<file path="src/rtl/deser_word_aligner.sv">
// Word aligner behind a serial-to-parallel deserializer: slips the bit boundary one
// position at a time until the training pattern is seen, then forwards payload words.
module deser_word_aligner #(
  parameter int                 DATA_W        = 8,
  parameter logic [DATA_W-1:0]  TRAIN_PATTERN = 8'hF0,
  parameter int                 LOCK_COUNT    = 16,
  parameter int                 SLIP_WAIT     = 4,
  parameter int                 SLIP_W        = $clog2(DATA_W) + 1
) (
  input  logic              clk,
  input  logic              reset_n,
  input  logic              align_start,
  input  logic [DATA_W-1:0] din,
  input  logic              din_valid,
  output logic              bitslip,
  output logic [DATA_W-1:0] dout,
  output logic              dout_valid,
  output logic              locked,
  output logic              align_err,
  output logic [SLIP_W-1:0] slip_cnt
);

  localparam logic [2:0] ST_IDLE   = 3'd0;
  localparam logic [2:0] ST_CHECK  = 3'd1;
  localparam logic [2:0] ST_WAIT   = 3'd2;
  localparam logic [2:0] ST_LOCKED = 3'd3;
  localparam logic [2:0] ST_FAIL   = 3'd4;

  localparam int MC_W = $clog2(LOCK_COUNT + 1);
  localparam int WC_W = $clog2(SLIP_WAIT + 1);

  localparam logic [MC_W-1:0]   MATCH_LAST = MC_W'(LOCK_COUNT);
  localparam logic [WC_W-1:0]   WAIT_LAST  = WC_W'(SLIP_WAIT - 1);
  // The last rotation is the one that reaches DATA_W-1 slips; a mismatch there is final.
  localparam logic [SLIP_W-1:0] SLIP_MAX   = SLIP_W'(DATA_W - 1);

  logic [2:0]      state;
  logic [MC_W-1:0] match_cnt;
  logic [WC_W-1:0] wait_cnt;
  logic [MC_W-1:0] match_next;

  assign match_next = match_cnt + MC_W'(1);

  // NOTE: every register here is written with <= so all of them update from the
  // same pre-edge values; blocking assignments would make the result order-dependent.
  always_ff @(posedge clk or negedge reset_n) begin
    if (!reset_n) begin
      state      <= ST_IDLE;
      match_cnt  <= '0;
      wait_cnt   <= '0;
      slip_cnt   <= '0;
      bitslip    <= 1'b0;
      dout       <= '0;
      dout_valid <= 1'b0;
      locked     <= 1'b0;
      align_err  <= 1'b0;
    end else begin
      bitslip <= 1'b0;

      if (align_start) begin
        // A restart overrides whatever the current state would have done this cycle.
        state      <= ST_CHECK;
        match_cnt  <= '0;
        wait_cnt   <= '0;
        slip_cnt   <= '0;
        dout_valid <= 1'b0;
        locked     <= 1'b0;
        align_err  <= 1'b0;
      end else begin
        case (state)
          ST_IDLE: begin
          end

          ST_CHECK: begin
            if (din_valid) begin
              if (din == TRAIN_PATTERN) begin
                match_cnt <= match_next;
                if (match_next == MATCH_LAST) begin
                  state  <= ST_LOCKED;
                  locked <= 1'b1;
                end
              end else begin
                match_cnt <= '0;
                if (slip_cnt < SLIP_MAX) begin
                  state    <= ST_WAIT;
                  wait_cnt <= '0;
                  bitslip  <= 1'b1;
                  slip_cnt <= slip_cnt + SLIP_W'(1);
                end else begin
                  state     <= ST_FAIL;
                  align_err <= 1'b1;
                end
              end
            end
          end

          ST_WAIT: begin
            // Words are unreliable while the deserializer settles after a slip.
            if (wait_cnt == WAIT_LAST) begin
              state <= ST_CHECK;
            end else begin
              wait_cnt <= wait_cnt + WC_W'(1);
            end
          end

          ST_LOCKED: begin
            dout       <= din;
            dout_valid <= din_valid;
          end

          ST_FAIL: begin
          end

          default: begin
            state <= ST_IDLE;
          end
        endcase
      end
    end
  end

endmodule

</file>
<file path="config.mk">
export PLATFORM = sky130hd
export DESIGN_NAME = deser_word_aligner
export DESIGN_NICKNAME = d
export VERILOG_FILES = /design/src/rtl/deser_word_aligner.sv
export SDC_FILE = /design/constraint.sdc
export NUM_CORES = 1
export LEC_CHECK = 0
export ABC_AREA = 0
export CORE_MARGIN = 4
export CORE_UTILIZATION = 50
export DETAILED_ROUTE_END_ITERATION = 8
export PLACE_DENSITY = 0.78
export SLEW_MARGIN = 10
export SYNTH_ARGS = -nofsm -noshare
export SYNTH_HDL_FRONTEND = slang
export SYNTH_SLANG_ARGS = --single-unit
</file>
<file path="constraint.sdc">
create_clock -name clk -period 2.1 [get_ports clk]
set_input_delay 0.42 -clock clk [delete_from_list [all_inputs] [get_ports clk]]
set_output_delay 0.42 -clock clk [all_outputs]
set_load 0.02 [all_outputs]
</file>
Yosys cells after proc, flatten, opt, wreduce, memory -nomap -nowiden
Index checks and enable logic that the tools add are counted.

$add $sub $neg: 3. $lt $le $gt $ge: 1. Eq/ne operators: 16. Mux-type cells: 39. Bitwise logic cells: 1. Reduce and logical (&&, ||, !) cells: 16.

Operators by type and width (number): $mux 3 (11); $mux 4 (5); $mux 5 (4); $mux 1 (17); $reduce_and 4->1 (4); $ne 3x3->1 const B (5); $reduce_bool 2->1 (6); $eq 3x2->1 const B (3); $pmux 3 s3 (1); $eq 8x8->1 const B (1); $pmux 3 s2 (1); $add 5x1->5 const B (1); $eq 5x5->1 const B (1); $reduce_and 5->1 (1); $add 4x1->4 const B (1); $lt 4x3->1 const B (1); $ne 2x2->1 const B (2); $ne 4x4->1 const B (1); $reduce_and 2->1 (2); $add 3x1->3 const B (1); $eq 3x1->1 const B (1); $eq 3x3->1 const B (1); $logic_not 3->1 (1); $reduce_bool 3->1 (1); 3 further kinds (3).

Register bits: 27. Input port bits: 12. Output and inout bits: 16. Word-level logic and storage cells: 85.

Logic depth before layout (Yosys ltp)
Word-level depth: 7. Depth in mapped cells: 7. Mapped depth without buffers: 7.

Worst setup path before layout
Ideal clock, no wire load.

Path kind: register -> register. Start point: register wait_cnt[0]. End point: register wait_cnt[0]. Library setup time: 0.074 ns. Arrival: 1.573 ns. Required time: 2.026 ns. Setup slack: 0.453 ns. Cell stages (with the launch flop): 6. Path buffers: 0. Period minus slack after synthesis: 1.647 ns. Cells stage by stage: dfrtp_1 -> ha_1 -> ha_1 -> or3b_1 -> or3_4 -> o21ai_2.

Longest elaborated chain between the ends: 4. Elaborated cells on any way between the ends: 7. Those cells by class: 1 x add/sub; 2 x eq/ne; 3 x mux; 1 x reduce/logical.

RTL lines: start: declaration (RTL line 39) `logic [WC_W-1:0] wait_cnt;`; start signal: assignment (RTL line 102) `wait_cnt <= wait_cnt + WC_W'(1);`; $add 3x1->3 (RTL line 102); $mux 3 (RTL line 99) `if (wait_cnt == WAIT_LAST) begin`; $pmux 3 s2 (RTL line 70) `case (state)`; $mux 3 (RTL line 60) `if (align_start) begin`.

Several ways; a longest one is shown, not always the timed one. The select of a mux whose other input is x is not followed. A chain may end at the register's enable or synchronous reset.

Worst setup path after layout
Start point: register slip_cnt[0]. End point: output port slip_cnt[0].

RTL lines: start: declaration (RTL line 20) `output logic [SLIP_W-1:0] slip_cnt`; start signal: assignment (RTL line 88) `slip_cnt <= slip_cnt + SLIP_W'(1);`.

No word-level cell between the ends.

==> impl_results.md <==
* Status: completed
* Io pins at 28
* CP Cell Sequence: clkdlybuf4s50_1
* Core Rows at 18
* Startpoint types: flop
* GRT Util Overall at 0.1728
* I/O Buffers at 27
* Comb pwr share at 0.367
* Crit path max-delay family: buffers and inverters
* Placer Congestion at 0.8017
* Initial antenna violation count at 0
* WL met2 at 1329 um
* Required @ worst endpoint at 1.68 ns
* Worst-Skew Late Latency at 0.32 ns
* Net Sw Power at 460.7 uW
* Yosys cell types at 39
* P&R area growth vs syn at 26.06%
* Post-CTS sizing at 0
* Detailed Route Iter0 Violations at 21
* Final hold violations at 0
* Register area share after synthesis at 0.4991
* Sw Share at 0.3245
* GRT overflow at 0
* Share of layout cells above drive strength 1 at 0.1465
* Syn Nets at 140
* CP endpoint kind: output pin
* Clk sinks at 27
* Crit-path max FO at 4
* First-pass GRT wire length at 4678 um
* Tmin final at 1.811 ns
* Rel. slew slack at 0.7174
* DRT Pass-1 Iters at 4
* Peak VDD IR at 0.7575 mV
* DR top layer: met4
* Vias in the first global route at 1075
* Worst-path clk slew at 0.14 ns
* Flops & latches, synth at 27
* Crit-path max cell delay at 0.64 ns
* Max-cap viol count at 0
* Worst path slowest cell: clkdlybuf4s50_1
* Placed Cells at 183
* Layout fillers at 207
* FF-to-FF End: wait_cnt[1]
* Largest buffer count on any clock path at 2
* Worst-Margin Slew at 0.4238 ns
* Final WL at 2743 um
* CTS buffer count at 3
* Via count of the routed design at 1047
* Detailed placement HPWL at 2106 um
* Internal power at 959.1 uW
* Register share of total power at 0.478
* Metal-1 WL at 1231 um
* Die Span X at 60.04 um
* Ant. Diodes at 0
* Clk Tree Root Cell: clkbuf_4
* Pwr Total at 1.420 mW
* Setup tns final at 0 ns
* Total Die Area at 3604 um2
* Kind of critical path: reg2out
* Core ar. at 2522 um2
* Starting Density at 0.5367
* Clk pwr share at 0.155
* DR DRC count at 0
* Non-filler instance count after layout at 187
* Post-CTS setup repair buffer count at 0
* CTS H-Tree Depth at 1
* Via/cell ratio at 5.599
* Buf/Inv on CP at 1
* Final-report setup violation count at 0
* CP arrival at 1.39 ns
* Final Cycle Share at 0.8623
* Worst Hold Class: in2async
* Cells after Synth at 124
* Cts hold-fix bufs at 0
* WL/cell at 14.67 um
* Number of routed nets with antenna violations at 0
* Average cell area after synthesis at 10.92 um2
* Die height at 60.04 um
* Post-Synthesis Cell Area at 1354 um2
* Pwr/cell area at 831.9 nW/um2
* RSZ-0062 raised after global routing: no
* Routed met3 length at 129 um
* Max-slew violation count at 0
* Worst setup startpoint: slip_cnt[0]
* Leak at 0.7357 nW
* CTS tree: yes
* Reg2Reg Depth at 7
* Final nets at 174
* F_max at 552.2 MHz
* Yosys warns at 0
* Reg2reg setup slack at 0.36 ns
* Setup clock skew after layout at 0.002837 ns
* Levels on crit path at 1
* Worst r2r src: wait_cnt[0]
* Largest net degree at the start of global routing at 28
## cell families after synthesis
group                    Yosys count  share of synthesized area
adder cells (fa/ha/maj)            4                    0.03697
buffers and inverters             10                    0.03050
XOR/XNOR                           3                    0.01941
flip-flops                        27                     0.4991
AO/OA/AOI/OAI                     29                     0.1497
AND/OR/NAND/NOR                   39                     0.1673
multiplexers                      12                    0.09705
## power by group through the flow
stage                     registers, mW  logic [mW]  clock network, mW
after global placement            0.687       0.515                  0
after CTS                         0.681       0.528              0.228
after detailed placement          0.689       0.525                  0
final                             0.679       0.521              0.220
after floorplan                   0.790       0.170                  0
after global routing              0.694       0.560              0.254
## cell usage in the layout, fill, tap and decap left out, types with 3 or more instances in the layout
cell | netlist | final
nand3_1 | 4 | 4
a21oi_1 | 7 | 7
dfrtp_1 | 27 | 27
o21ai_2 | 3 | 3
mux2i_1 | 3 | 3
mux2_2 | 7 | 7
nor2_1 | 7 | 7
ha_1 | 4 | 4
o21ai_1 | 4 | 4
nand2_1 | 13 | 13
xor2_1 | 3 | 3
clkdlybuf4s50_1 | 0 | 27
buf_4 | 1 | 4
inv_1 | 8 | 8
clkbuf_4 | 0 | 3
## flip-flops by register name, summed over array words and instances (netlist names)
register    cells
bitslip         1
wait_cnt        3
slip_cnt        4
dout_valid      1
locked          1
dout            8
align_err       1
state           3
match_cnt       5
## layer usage
metal,GRT usage,up-vias
li1,-,512
met1,0.2256,501
met2,0.2793,28
met4,0.07595,0
met5,0,-
met3,0.03024,6
## synth_stat cells
library cell,n,area [um2]
and4b_1,1,10.01
and2_1,2,12.51
clkbuf_1,1,3.750
nand3_1,4,20.02
or3_1,1,6.260
nand2b_1,1,6.260
nor4_2,1,12.51
o21ai_0,2,10.01
nor2_1,7,26.28
or3b_1,1,8.760
mux2_1,2,22.52
nor3_4,1,16.27
a211oi_2,1,12.51
o21ai_2,3,26.28
a32o_1,1,10.01
a41oi_1,1,8.760
a21o_1,2,15.01
nor3b_2,1,12.51
o22ai_1,1,6.260
o21ai_1,4,20.02
o221ai_2,1,15.01
inv_1,8,30.03
xor2_1,3,26.28
nand2_1,13,48.80
buf_4,1,7.510
nand4b_1,1,8.760
a22o_1,1,8.760
o31ai_1,2,15.01
dfrtp_1,27,675.7
ha_1,4,50.05
mux2i_1,3,30.03
and4_1,1,8.760
mux2_2,7,78.83
nor3_1,2,10.01
a21oi_1,7,35.03
or3_4,1,11.26
a31oi_1,2,12.51
a22oi_1,1,7.510
nand3b_1,1,7.510
## how the worst max path moves through the flow
stage / endpoint / slack (ns)
2_1_floorplan: wait_cnt[0] / 0.45
3_3_place_gp: state[2] / 0.10
3_5_place_dp: match_cnt[3] / 0.08
4_1_cts: slip_cnt[0] / 0.27
5_1_grt: slip_cnt[0] / 0.20
6_report: slip_cnt[0] / 0.29
## final cells by class
class / count / area, um2 / share of cell area
flip-flops and latches: 27 / 675.6 / 0.3959
multi-input cells: 87 / 636.9 / 0.3732
repair buffers: 31 / 300.3 / 0.1760
well taps: 30 / 37.54 / 0.02199
inverters: 8 / 30.03 / 0.01760
clock buffers: 4 / 26.28 / 0.01540
## through the flow
stage / setup WS [ns] / hold WS (ns) / instance area [um2] / utilization
6_report: 0.2891 / 0.4445 / 1707 / 0.6766
5_1_grt: 0.2009 / 0.4491 / 1707 / 0.6766
4_1_cts: 0.2750 / 0.4450 / 1707 / 0.6766
3_5_place_dp: 0.08402 / 0.4675 / 1680 / 0.6662
3_3_place_gp: 0.1004 / 0.4631 / 1680 / 0.6662
2_1_floorplan: 0.4526 / 0.1244 / 1354 / -
(Power assumes the default switching activity.)
